--- src/rtl/display_pkg.sv ---
// Shared constants for the multiplexed hex display: segment patterns (g..a, active-low),
// the digit-count ceiling and the digit-index width helper.
package display_pkg;

  localparam int MAX_DIGITS = 8;

  localparam logic [6:0] SEG_0     = 7'b1000000;
  localparam logic [6:0] SEG_1     = 7'b1111001;
  localparam logic [6:0] SEG_2     = 7'b0100100;
  localparam logic [6:0] SEG_3     = 7'b0110000;
  localparam logic [6:0] SEG_4     = 7'b0011001;
  localparam logic [6:0] SEG_5     = 7'b0010010;
  localparam logic [6:0] SEG_6     = 7'b0000010;
  localparam logic [6:0] SEG_7     = 7'b1111000;
  localparam logic [6:0] SEG_8     = 7'b0000000;
  localparam logic [6:0] SEG_9     = 7'b0010000;
  localparam logic [6:0] SEG_A     = 7'b0001000;
  localparam logic [6:0] SEG_B     = 7'b0000011;
  localparam logic [6:0] SEG_C     = 7'b1000110;
  localparam logic [6:0] SEG_D     = 7'b0100001;
  localparam logic [6:0] SEG_E     = 7'b0000110;
  localparam logic [6:0] SEG_F     = 7'b0001110;
  localparam logic [6:0] SEG_BLANK = 7'b1111111;

  // A single-digit display still needs a 1-bit index register.
  function automatic int idx_width(input int n);
    return (n <= 1) ? 1 : $clog2(n);
  endfunction

endpackage

--- src/rtl/seg7_decode.sv ---
// Combinational hex-nibble to 7-segment (g..a, active-low) decoder with a blank override.
module seg7_decode
  import display_pkg::*;
(
  input  logic [3:0] i_nibble,
  input  logic       i_blank,
  output logic [6:0] o_seg
);

  always_comb begin
    o_seg = SEG_BLANK;
    if (!i_blank) begin
      case (i_nibble)
        4'h0: o_seg = SEG_0;
        4'h1: o_seg = SEG_1;
        4'h2: o_seg = SEG_2;
        4'h3: o_seg = SEG_3;
        4'h4: o_seg = SEG_4;
        4'h5: o_seg = SEG_5;
        4'h6: o_seg = SEG_6;
        4'h7: o_seg = SEG_7;
        4'h8: o_seg = SEG_8;
        4'h9: o_seg = SEG_9;
        4'hA: o_seg = SEG_A;
        4'hB: o_seg = SEG_B;
        4'hC: o_seg = SEG_C;
        4'hD: o_seg = SEG_D;
        4'hE: o_seg = SEG_E;
        4'hF: o_seg = SEG_F;
      endcase
    end
  end

endmodule

--- src/rtl/display_mux_n.sv ---
// N-digit multiplexed hex display with frame-synchronous double-buffered data load.
// Optional leading-zero blanking is built when DISPLAY_MUX_LEADING_ZERO_BLANK_EN is defined.
module display_mux_n
  import display_pkg::*;
#(
  parameter int NUM_DIGITS = 4,
  parameter int DIV_BITS   = 18
) (
  input  logic                    clk,
  input  logic                    clr,
  input  logic [4*NUM_DIGITS-1:0] data_in,
  input  logic [NUM_DIGITS-1:0]   dp_in,
  input  logic                    load,
  output logic                    busy,
  output logic [6:0]              seg,
  output logic                    dp,
  output logic [NUM_DIGITS-1:0]   an,
  output logic                    frame_start
);

  localparam int IDX_W = idx_width(NUM_DIGITS);
  localparam logic [IDX_W-1:0] LAST_IDX = IDX_W'(NUM_DIGITS - 1);

  logic [DIV_BITS-1:0]     r_div;
  logic [IDX_W-1:0]        r_idx;
  logic [4*NUM_DIGITS-1:0] r_staging;
  logic [NUM_DIGITS-1:0]   r_dp_staging;
  logic [4*NUM_DIGITS-1:0] r_shadow;
  logic [NUM_DIGITS-1:0]   r_dp_shadow;
  logic                    r_pending;
  logic                    r_wrap_q;
  logic [6:0]              r_seg;
  logic                    r_dp;
  logic [NUM_DIGITS-1:0]   r_an;
  logic                    r_frame_start;

  logic                    w_tick;
  logic                    w_wrap;
  logic [3:0]              w_nibble;
  logic                    w_dp_bit;
  logic [NUM_DIGITS-1:0]   w_an_next;
  logic                    w_blank;
  logic [6:0]              w_seg;

  assign w_tick = &r_div;
  assign w_wrap = w_tick && (r_idx == LAST_IDX);

  always_comb begin
    w_nibble  = 4'h0;
    w_dp_bit  = 1'b0;
    w_an_next = '1;
    for (int k = 0; k < NUM_DIGITS; k++) begin
      if (r_idx == IDX_W'(k)) begin
        w_nibble     = r_shadow[4*k +: 4];
        w_dp_bit     = r_dp_shadow[k];
        w_an_next[k] = 1'b0;
      end
    end
  end

`ifdef DISPLAY_MUX_LEADING_ZERO_BLANK_EN
  // w_lz[k] is set when shadow digits NUM_DIGITS-1 down to k are all zero.
  logic [NUM_DIGITS-1:0] w_lz;
  logic                  w_run;

  always_comb begin
    w_lz    = '0;
    w_run   = 1'b1;
    w_blank = 1'b0;
    for (int k = NUM_DIGITS - 1; k >= 0; k--) begin
      w_run   = w_run && (r_shadow[4*k +: 4] == 4'h0);
      w_lz[k] = w_run;
    end
    for (int k = 1; k < NUM_DIGITS; k++) begin
      if (r_idx == IDX_W'(k)) w_blank = w_lz[k];
    end
  end
`else
  assign w_blank = 1'b0;
`endif

  seg7_decode u_seg7_decode (
    .i_nibble (w_nibble),
    .i_blank  (w_blank),
    .o_seg    (w_seg)
  );

  always_ff @(posedge clk) begin
    if (clr) begin
      r_div         <= '0;
      r_idx         <= '0;
      r_staging     <= '0;
      r_dp_staging  <= '0;
      r_shadow      <= '0;
      r_dp_shadow   <= '0;
      r_pending     <= 1'b0;
      r_wrap_q      <= 1'b0;
      r_seg         <= SEG_BLANK;
      r_dp          <= 1'b1;
      r_an          <= '1;
      r_frame_start <= 1'b0;
    end else begin
      r_div <= r_div + DIV_BITS'(1);
      if (w_tick) r_idx <= w_wrap ? '0 : r_idx + IDX_W'(1);

      // Shadow takes the staging value seen before this edge, so a load on the
      // apply tick lands in staging and stays pending for the next frame.
      if (w_wrap && r_pending) begin
        r_shadow    <= r_staging;
        r_dp_shadow <= r_dp_staging;
      end
      if (load) begin
        r_staging    <= data_in;
        r_dp_staging <= dp_in;
        r_pending    <= 1'b1;
      end else if (w_wrap) begin
        r_pending <= 1'b0;
      end

      // Outputs lag the index by one cycle; frame_start is delayed to match an.
      r_wrap_q      <= w_wrap;
      r_frame_start <= r_wrap_q;
      r_an          <= w_an_next;
      r_seg         <= w_seg;
      r_dp          <= ~w_dp_bit;
    end
  end

  assign busy        = r_pending;
  assign seg         = r_seg;
  assign dp          = r_dp;
  assign an          = r_an;
  assign frame_start = r_frame_start;

endmodule

--- config.mk ---
export PLATFORM = sky130hd
export DESIGN_NAME = display_mux_n
export DESIGN_NICKNAME = d
export VERILOG_FILES = /design/src/rtl/display_pkg.sv /design/src/rtl/seg7_decode.sv /design/src/rtl/display_mux_n.sv
export SDC_FILE = /design/constraint.sdc
export NUM_CORES = 1
export LEC_CHECK = 0
export BUFFER_PORTS_ARGS = -buffer_cell sky130_fd_sc_hd__buf_4
export CORE_ASPECT_RATIO = 0.7
export CORE_UTILIZATION = 30
export DETAILED_ROUTE_END_ITERATION = 10
export RECOVER_POWER = 100
export SYNTH_ARGS = -nofsm -noshare
export SYNTH_HDL_FRONTEND = slang
export SYNTH_SLANG_ARGS = --single-unit
--- constraint.sdc ---
create_clock -name clk -period 4.06 [get_ports clk]
set_input_delay 0.609 -clock clk [delete_from_list [all_inputs] [get_ports clk]]
set_output_delay 0.609 -clock clk [all_outputs]
set_load 0.01 [all_outputs]
==> flow_metrics.env, run 1 <==
export IMPL_clkPwrFrac=0.475
export IMPL_endpoint_kind="flop"
export IMPL_cp_max_fo=20
export IMPL_r2r_setup_slack_ns=0.98
export IMPL_total_power_mw=1.58
export IMPL_ys_async_sr_fraction=0
export IMPL_initial_utilization=0.309
export IMPL_syn_num_nets=379
export IMPL_setup_viol=0
export IMPL_routedWlPerCell_um=13.1
export IMPL_finalCritPeriodShare=0.759
export IMPL_ctsResizeCount=0
export IMPL_instances_no_fill=509
export IMPL_grt_pass1_vias=2276
export IMPL_grt_busiest_layer="met2"
export IMPL_cts_root_buf="clkbuf_16"
export IMPL_hold_viol=0
export IMPL_antenna_found_initial=0
export IMPL_worst_pin_slew_ns=1.20
export IMPL_final_layout_size_suffix_gt1_frac=0.151
export IMPL_syn2layout_area_growth_pct=15.9
export IMPL_period_needed_ns=3.08
export IMPL_met1_usage=0.172
export IMPL_met2_usage=0.191
export IMPL_yosys_warnings=0
export IMPL_switching_power_uw=326
export IMPL_rsz0062_at_grt="no"
export IMPL_cp_required_ns=4.25
export IMPL_postPlaceCellArea_mm2=0.00354
export IMPL_dieArea_mm2=0.0111
export IMPL_crit_end="r_shadow[1]"
export IMPL_place_congestion=0.822
export IMPL_gr_total_overflow=0
export IMPL_via_count=2362
export IMPL_synth_distinct_cells=44
export IMPL_viasPerCell=4.64
export IMPL_grt_util_met3=0.0520
export IMPL_portBuffers=36
export IMPL_ys_seq_elements=75
export IMPL_cellLeakagePower_nw=1.38
export IMPL_cts_sinks=75
export IMPL_cts_tree="done"
export IMPL_r2r_end="r_shadow[1]"
export IMPL_criticalPathCategory="reg2reg"
export IMPL_nets=407
export IMPL_track_usage=0.131
export IMPL_timing_rr_start="r_div[0]"
export IMPL_final_setup_tns_ns=0
export IMPL_synth_seq_area_share=0.469
export IMPL_status="finished, violations left"
export IMPL_drt_antenna_violating_nets=0
export IMPL_power_density_mw_per_mm2=427
export IMPL_placed_cells=494
export IMPL_cp_start_kind="flop"
export IMPL_grt_max_degree=66
export IMPL_post_cts_buffers=0
export IMPL_syn_inst=345
export IMPL_worst_ep_arrival_time_ns=3.27
export IMPL_synth_enable_flop_cells=0
export IMPL_die_w_um=125
export IMPL_worstHoldPathType="reg2reg"
export IMPL_syn_cell_area_mm2=0.00320
export IMPL_htree_num_levels=3
export IMPL_ioPinCount=37
export IMPL_core_area_mm2=0.0104
export IMPL_violations="design-rule violations"
export IMPL_grt_pass1_wl_mm=11.1
export IMPL_syn_avg_cell_area_um2=9.27
export IMPL_cts_buffers=9
export IMPL_hold_buffers=0
export IMPL_slew_headroom=0.195
export IMPL_cts_buffer_depth=2
export IMPL_drt_pass1_iter_count=7
export IMPL_fmax_mhz=324
export IMPL_drc=4
export IMPL_synth_top_flop_cell="dfxtp_1"
export IMPL_startpoint="r_div[0]"
export IMPL_sw_frac_of_total=0.206
export IMPL_cellInternalPower_mw=1.26
export IMPL_combinationalPowerShare=0.041
export IMPL_rows=31
export IMPL_pwr_share_seq=0.484
export IMPL_insertedDiodeCount=0
export IMPL_insertion_delay_ns=0.33
export IMPL_drt_iter0_drc=152
export IMPL_r2r_cells=6
export IMPL_fin_area_mm2=0.00371
export IMPL_ir_worst_vdd_uv=205
export IMPL_clk_pin_slew_ns=0.05
export IMPL_dp_hpwl_mm=4.56
export IMPL_drv_slew=0
export IMPL_drt_total_wl_mm=6.66
export IMPL_fp_dieH_um=88.4
export IMPL_maxCapViolations=0
export IMPL_fin_skew_ns=0.00370
==> synthesized netlist by cell type, types with 2 or more instances <==
cell type	instances	area, um2
a21oi_1	6	30.0
a21oi_2	20	175
a31oi_1	2	12.5
and2_1	2	12.5
and3_2	2	15.0
and4_2	3	30.0
buf_1	4	15.0
buf_6	2	22.5
clkbuf_1	11	41.3
dfxtp_1	75	1500
ha_1	11	138
inv_1	8	30.0
mux2i_1	24	240
nand2_1	60	225
nand2b_1	2	12.5
nand3_1	13	65.1
nand3b_1	5	37.5
nand4_1	3	18.8
nor2_1	44	165
nor2b_1	4	25.0
nor3b_1	3	22.5
o211ai_1	2	15.0
o21ai_0	2	10.0
o221ai_1	2	17.5
or2_2	2	12.5
xnor2_1	5	43.8
xor2_1	11	96.3
==> layer usage <==
| metal | vias to the layer above | routed length [um] |
|---|---|---|
| met5 | - | 0 |
| met3 | 7 | 388 |
| li1 | 1209 | - |
| met2 | 55 | 2700 |
| met1 | 1091 | 3490 |
| met4 | 0 | 74 |
==> flip-flops by register name, indices dropped and copies added (netlist names) <==
name	flops
r_div	18
r_shadow	16
r_staging	16
seg	7
an	4
r_dp_shadow	4
r_dp_staging	4
r_idx	2
busy	1
dp	1
frame_start	1
r_wrap_q	1
==> power by group through the flow <==
stage	logic [mW]	registers (mW)	clock network [mW]
floorplan	0.0389	0.781	0
global placement	0.0688	0.781	0
detailed placement	0.0700	0.782	0
CTS	0.0704	0.766	0.774
global route	0.0723	0.768	0.808
finish	0.0645	0.766	0.752
==> worst min-delay path by stage <==
stage | to | depth (start not counted) | from | slack, ns
2_1_floorplan | frame_start | 1 | r_wrap_q | 0.41
3_3_place_gp | r_shadow[14] | 2 | r_staging[14] | 0.45
3_5_place_dp | r_shadow[2] | 2 | r_shadow[2] | 0.46
4_1_cts | r_shadow[6] | 2 | r_shadow[6] | 0.47
5_1_grt | r_shadow[11] | 2 | r_shadow[11] | 0.48
6_report | r_shadow[13] | 2 | r_staging[13] | 0.46
==> critical path, cell delays in order, from the launching register on <==
cell and delay, ns:
dfxtp_1 0.39, ha_1 0.24, nand2_1 0.09, nor4_1 0.91, nand4_1 0.91, nand2_1 0.33
a21oi_2 0.07
==> per-stage QoR <==
step | setup WS [ns] | utilization | hold WS (ns)
finish | 0.977 | 0.358 | 0.462
floorplan | 1.68 | - | 0.414
detailed placement | 1.29 | 0.342 | 0.456
CTS | 1.29 | 0.368 | 0.465
global route | 0.600 | 0.358 | 0.479
global placement | 1.52 | 0.342 | 0.455
==> logic make-up after synthesis <==
| kind of cell | count (synthesis) | share of synthesized area |
|---|---|---|
| mux | 26 | 0.0821 |
| buf+inv | 28 | 0.0422 |
| compound gates | 40 | 0.0993 |
| fa+ha+maj | 11 | 0.0430 |
| simple gates | 149 | 0.220 |
| flops | 75 | 0.469 |
| xor+xnor | 16 | 0.0438 |
==> layout by cell type (no fill, tap or decap), drive strengths merged, types with 2 or more instances in the layout <==
cell type and n:
xnor2 5, clkbuf 26, inv 8, a21oi 26
nand4 4, mux2 2, o211ai 2, o221ai 2
ha 11, nand3b 5, nand2 61, xor2 11
dfxtp 75, clkinv 2, o21ai 2, and2 2
and4 4, a311oi 2, mux2i 24, nand3 13
nor2 44, nand2b 2, nor2b 4, and3 2
a31oi 2, buf 23, or2 2, nor3b 3
==> layout make-up <==
cell class / count / area [um2]
fill: 1066 / 6650
tap: 132 / 165
clock inverter: 3 / 40.0
clock buffer: 12 / 236
multi-input combinational: 242 / 1510
sequential: 75 / 1500
timing repair buffer: 37 / 225
inverter: 8 / 30.0
Note: power is estimated with default switching activity, not from simulation.
==> inputs of run 2 (changes only) <==
Settings changed: ABC_AREA set to 1.
Clock period 4.06 ns to 2.6 ns, I/O delays scaled along.
==> flow_metrics.env, run 2 <==
export IMPL_hold_viol=0
export IMPL_ctsResizeCount=0
export IMPL_final_common_cell="nand2_1"
export IMPL_via_count=2778
export IMPL_syn_cell_area_mm2=0.00329
export IMPL_fin_skew_ns=0.00492
export IMPL_endpoint_kind="flop"
export IMPL_drc=0
export IMPL_timing_final_ws_setup_ns=0.420
export IMPL_cts_tree="done"
export IMPL_gr_total_overflow=0
export IMPL_pwr_share_seq=0.453
export IMPL_finalCritPeriodShare=0.839
export IMPL_worst_pin_slew_ns=0.932
export IMPL_cts_buffer_depth=2
export IMPL_syn_inst=435
export IMPL_rows=31
export IMPL_cp_max_fo=8
export IMPL_fillCellCount=1122
export IMPL_synth_distinct_cells=33
export IMPL_synth_top_flop_cell="dfxtp_1"
export IMPL_drt_iter0_drc=216
export IMPL_ioPinCount=37
export IMPL_setup_viol=0
export IMPL_postLayoutCoreUtil=0.369
export IMPL_worst_ep_arrival_time_ns=2.44
export IMPL_grt_pass1_vias=2502
export IMPL_nets=497
export IMPL_fp_dieH_um=89.6
export IMPL_initial_utilization=0.313
export IMPL_grt_pass1_wl_mm=12.7
export IMPL_cellLeakagePower_nw=1.53
export IMPL_top_regs="r_div: 18 flops, r_shadow: 16 flops, r_staging: 16 flops"
export IMPL_synth_commonest_cells="80 x nand2_1, 75 x dfxtp_1, 73 x nor2_1, 40 x nand3_1, 38 x a21oi_1"
export IMPL_total_power_mw=2.65
export IMPL_yosys_warnings=0
export IMPL_cts_sinks=75
export IMPL_cts_buffers=9
export IMPL_hold_buffers=0
export IMPL_htree_num_levels=3
export IMPL_yosysMostFrequentCell="nand2_1"
export IMPL_grt_max_degree=45
export IMPL_dp_hpwl_mm=5.19
export IMPL_synth_seq_area_share=0.457
export IMPL_antenna_found_initial=0
export IMPL_place_congestion=0.855
export IMPL_ir_worst_vdd_uv=288
export IMPL_final_cell_mix="82 x nand2_1, 76 x nor2_1, 75 x dfxtp_1, 41 x nand3_1, 38 x a21oi_1"
export IMPL_track_usage=0.146
export IMPL_portBuffers=36
export IMPL_cp_required_ns=2.86
export IMPL_insertedDiodeCount=0
export IMPL_post_cts_buffers=0
export IMPL_sw_frac_of_total=0.219
export IMPL_yosysTopAreaCell="dfxtp_1"
export IMPL_final_setup_tns_ns=0
export IMPL_switching_power_uw=579
export IMPL_largest_reg_flops=18
export IMPL_worstHoldPathType="in2reg"
export IMPL_instances_no_fill=616
export IMPL_drt_pass1_iter_count=5
export IMPL_cts_root_buf="clkbuf_16"
export IMPL_insertion_delay_ns=0.34
export IMPL_die_w_um=127
export IMPL_rsz0062_at_grt="no"
export IMPL_drt_total_wl_mm=7.46
export IMPL_core_area_mm2=0.0105
export IMPL_combinationalPowerShare=0.041
export IMPL_ys_async_sr_fraction=0
export IMPL_syn_num_nets=469
export IMPL_cellInternalPower_mw=2.07
export IMPL_postPlaceCellArea_mm2=0.00363
export IMPL_period_needed_ns=2.18
export IMPL_cp_start_kind="flop"
export IMPL_fmax_mhz=459
export IMPL_ys_top_cells_by_area="dfxtp_1 46%, nand2_1 9.1%, nor2_1 8.3%, nand3_1 6.1%, a21oi_1 5.8%"
export IMPL_status="complete, no violations"
export IMPL_criticalPathCategory="reg2reg"
export IMPL_power_density_mw_per_mm2=683
export IMPL_maxCapViolations=0
export IMPL_synth_enable_flop_cells=0
export IMPL_final_layout_size_suffix_gt1_frac=0.126
export IMPL_drv_slew=0
export IMPL_syn_avg_cell_area_um2=7.56
export IMPL_seq_area_mm2=0.00150
export IMPL_slew_headroom=0.379
export IMPL_synth_top_area_frac=0.457
export IMPL_pre_cts_slack_ns=0.528
export IMPL_syn2layout_area_growth_pct=18.0
export IMPL_hold_ws_ns=0.270
export IMPL_clk_pin_slew_ns=0.06
export IMPL_drt_antenna_violating_nets=0
export IMPL_fin_area_mm2=0.00388
export IMPL_ys_seq_elements=75
export IMPL_clkPwrFrac=0.506
export IMPL_placed_cells=600
export IMPL_dieArea_mm2=0.0114
export IMPL_viasPerCell=4.51
export IMPL_routedWlPerCell_um=12.1
export IMPL_multi_input_area_mm2=0.00153
export IMPL_max_flop_register="r_div"
run 2: cell types whose count changed after synthesis, sizes merged, moves of 7 or more:
cell   before  now
xor2       11    4
nand2      61   88
nor2       44   82
nand3      13   42
o21ai       2   25
a21oi      26   39
mux2i      24    0
inv         8   30
run 2: layout make-up:
cell class                      instances  area share
Tap cell                              148      0.0477
Sequential cell                        75       0.387
Timing Repair Buffer                   38      0.0590
Multi-Input combinational cell        309       0.393
Clock buffer                            9      0.0580
Inverter                               30      0.0290
Clock inverter                          7      0.0258
run 2: logic make-up (layout without fill, tap and decap cells):
family / after synthesis / in the layout / share of synthesized area
adder cells (fa/ha/maj): 11 / 11 / 0.0419
flip-flops: 75 / 75 / 0.457
XOR/XNOR: 5 / 5 / 0.0133
AND/OR/NAND/NOR: 223 / 223 / 0.302
buffers and inverters: 51 / 84 / 0.0735
AO/OA/AOI/OAI: 70 / 70 / 0.112
run 2: metal layers:
| metal | global-route usage | wire length, um | part of all wire |
|---|---|---|---|
| met1 | 0.216 | 4210 | 0.56 |
| met2 | 0.188 | 2630 | 0.35 |
| met3 | 0.0450 | 490 | 0.066 |
| met4 | 0.0682 | 136 | 0.018 |
| met5 | 0 | 0 | 0 |
run 2: power groups by stage:
stage / clock network, mW / logic (mW) / registers, mW
detailed placement: 0 / 0.115 / 1.22
global placement: 0 / 0.113 / 1.22
floorplan: 0 / 0.0626 / 1.22
finish: 1.34 / 0.108 / 1.20
CTS: 1.38 / 0.115 / 1.20
global route: 1.42 / 0.124 / 1.20
run 2: critical path: stages, from the launching register on:
cell      delay [ns]
dfxtp_1         0.33
inv_1           0.11
ha_1            0.34
inv_1           0.15
nor2_1          0.11
nor2_1          0.04
a22oi_1         0.21
clkbuf_1        0.23
ha_1            0.29
o21ai_0         0.18
nand2_1         0.07
nand3_1         0.06
run 2: final timing paths:
kind         startpoint            to  slack (ns)  depth (start not counted)
max            r_idx[0]        seg[3]        0.42                         11
min          data_in[4]  r_staging[4]        0.27                          3
max reg2reg    r_idx[0]        seg[3]        0.42                         11
min reg2reg    r_wrap_q   frame_start        0.41                          2
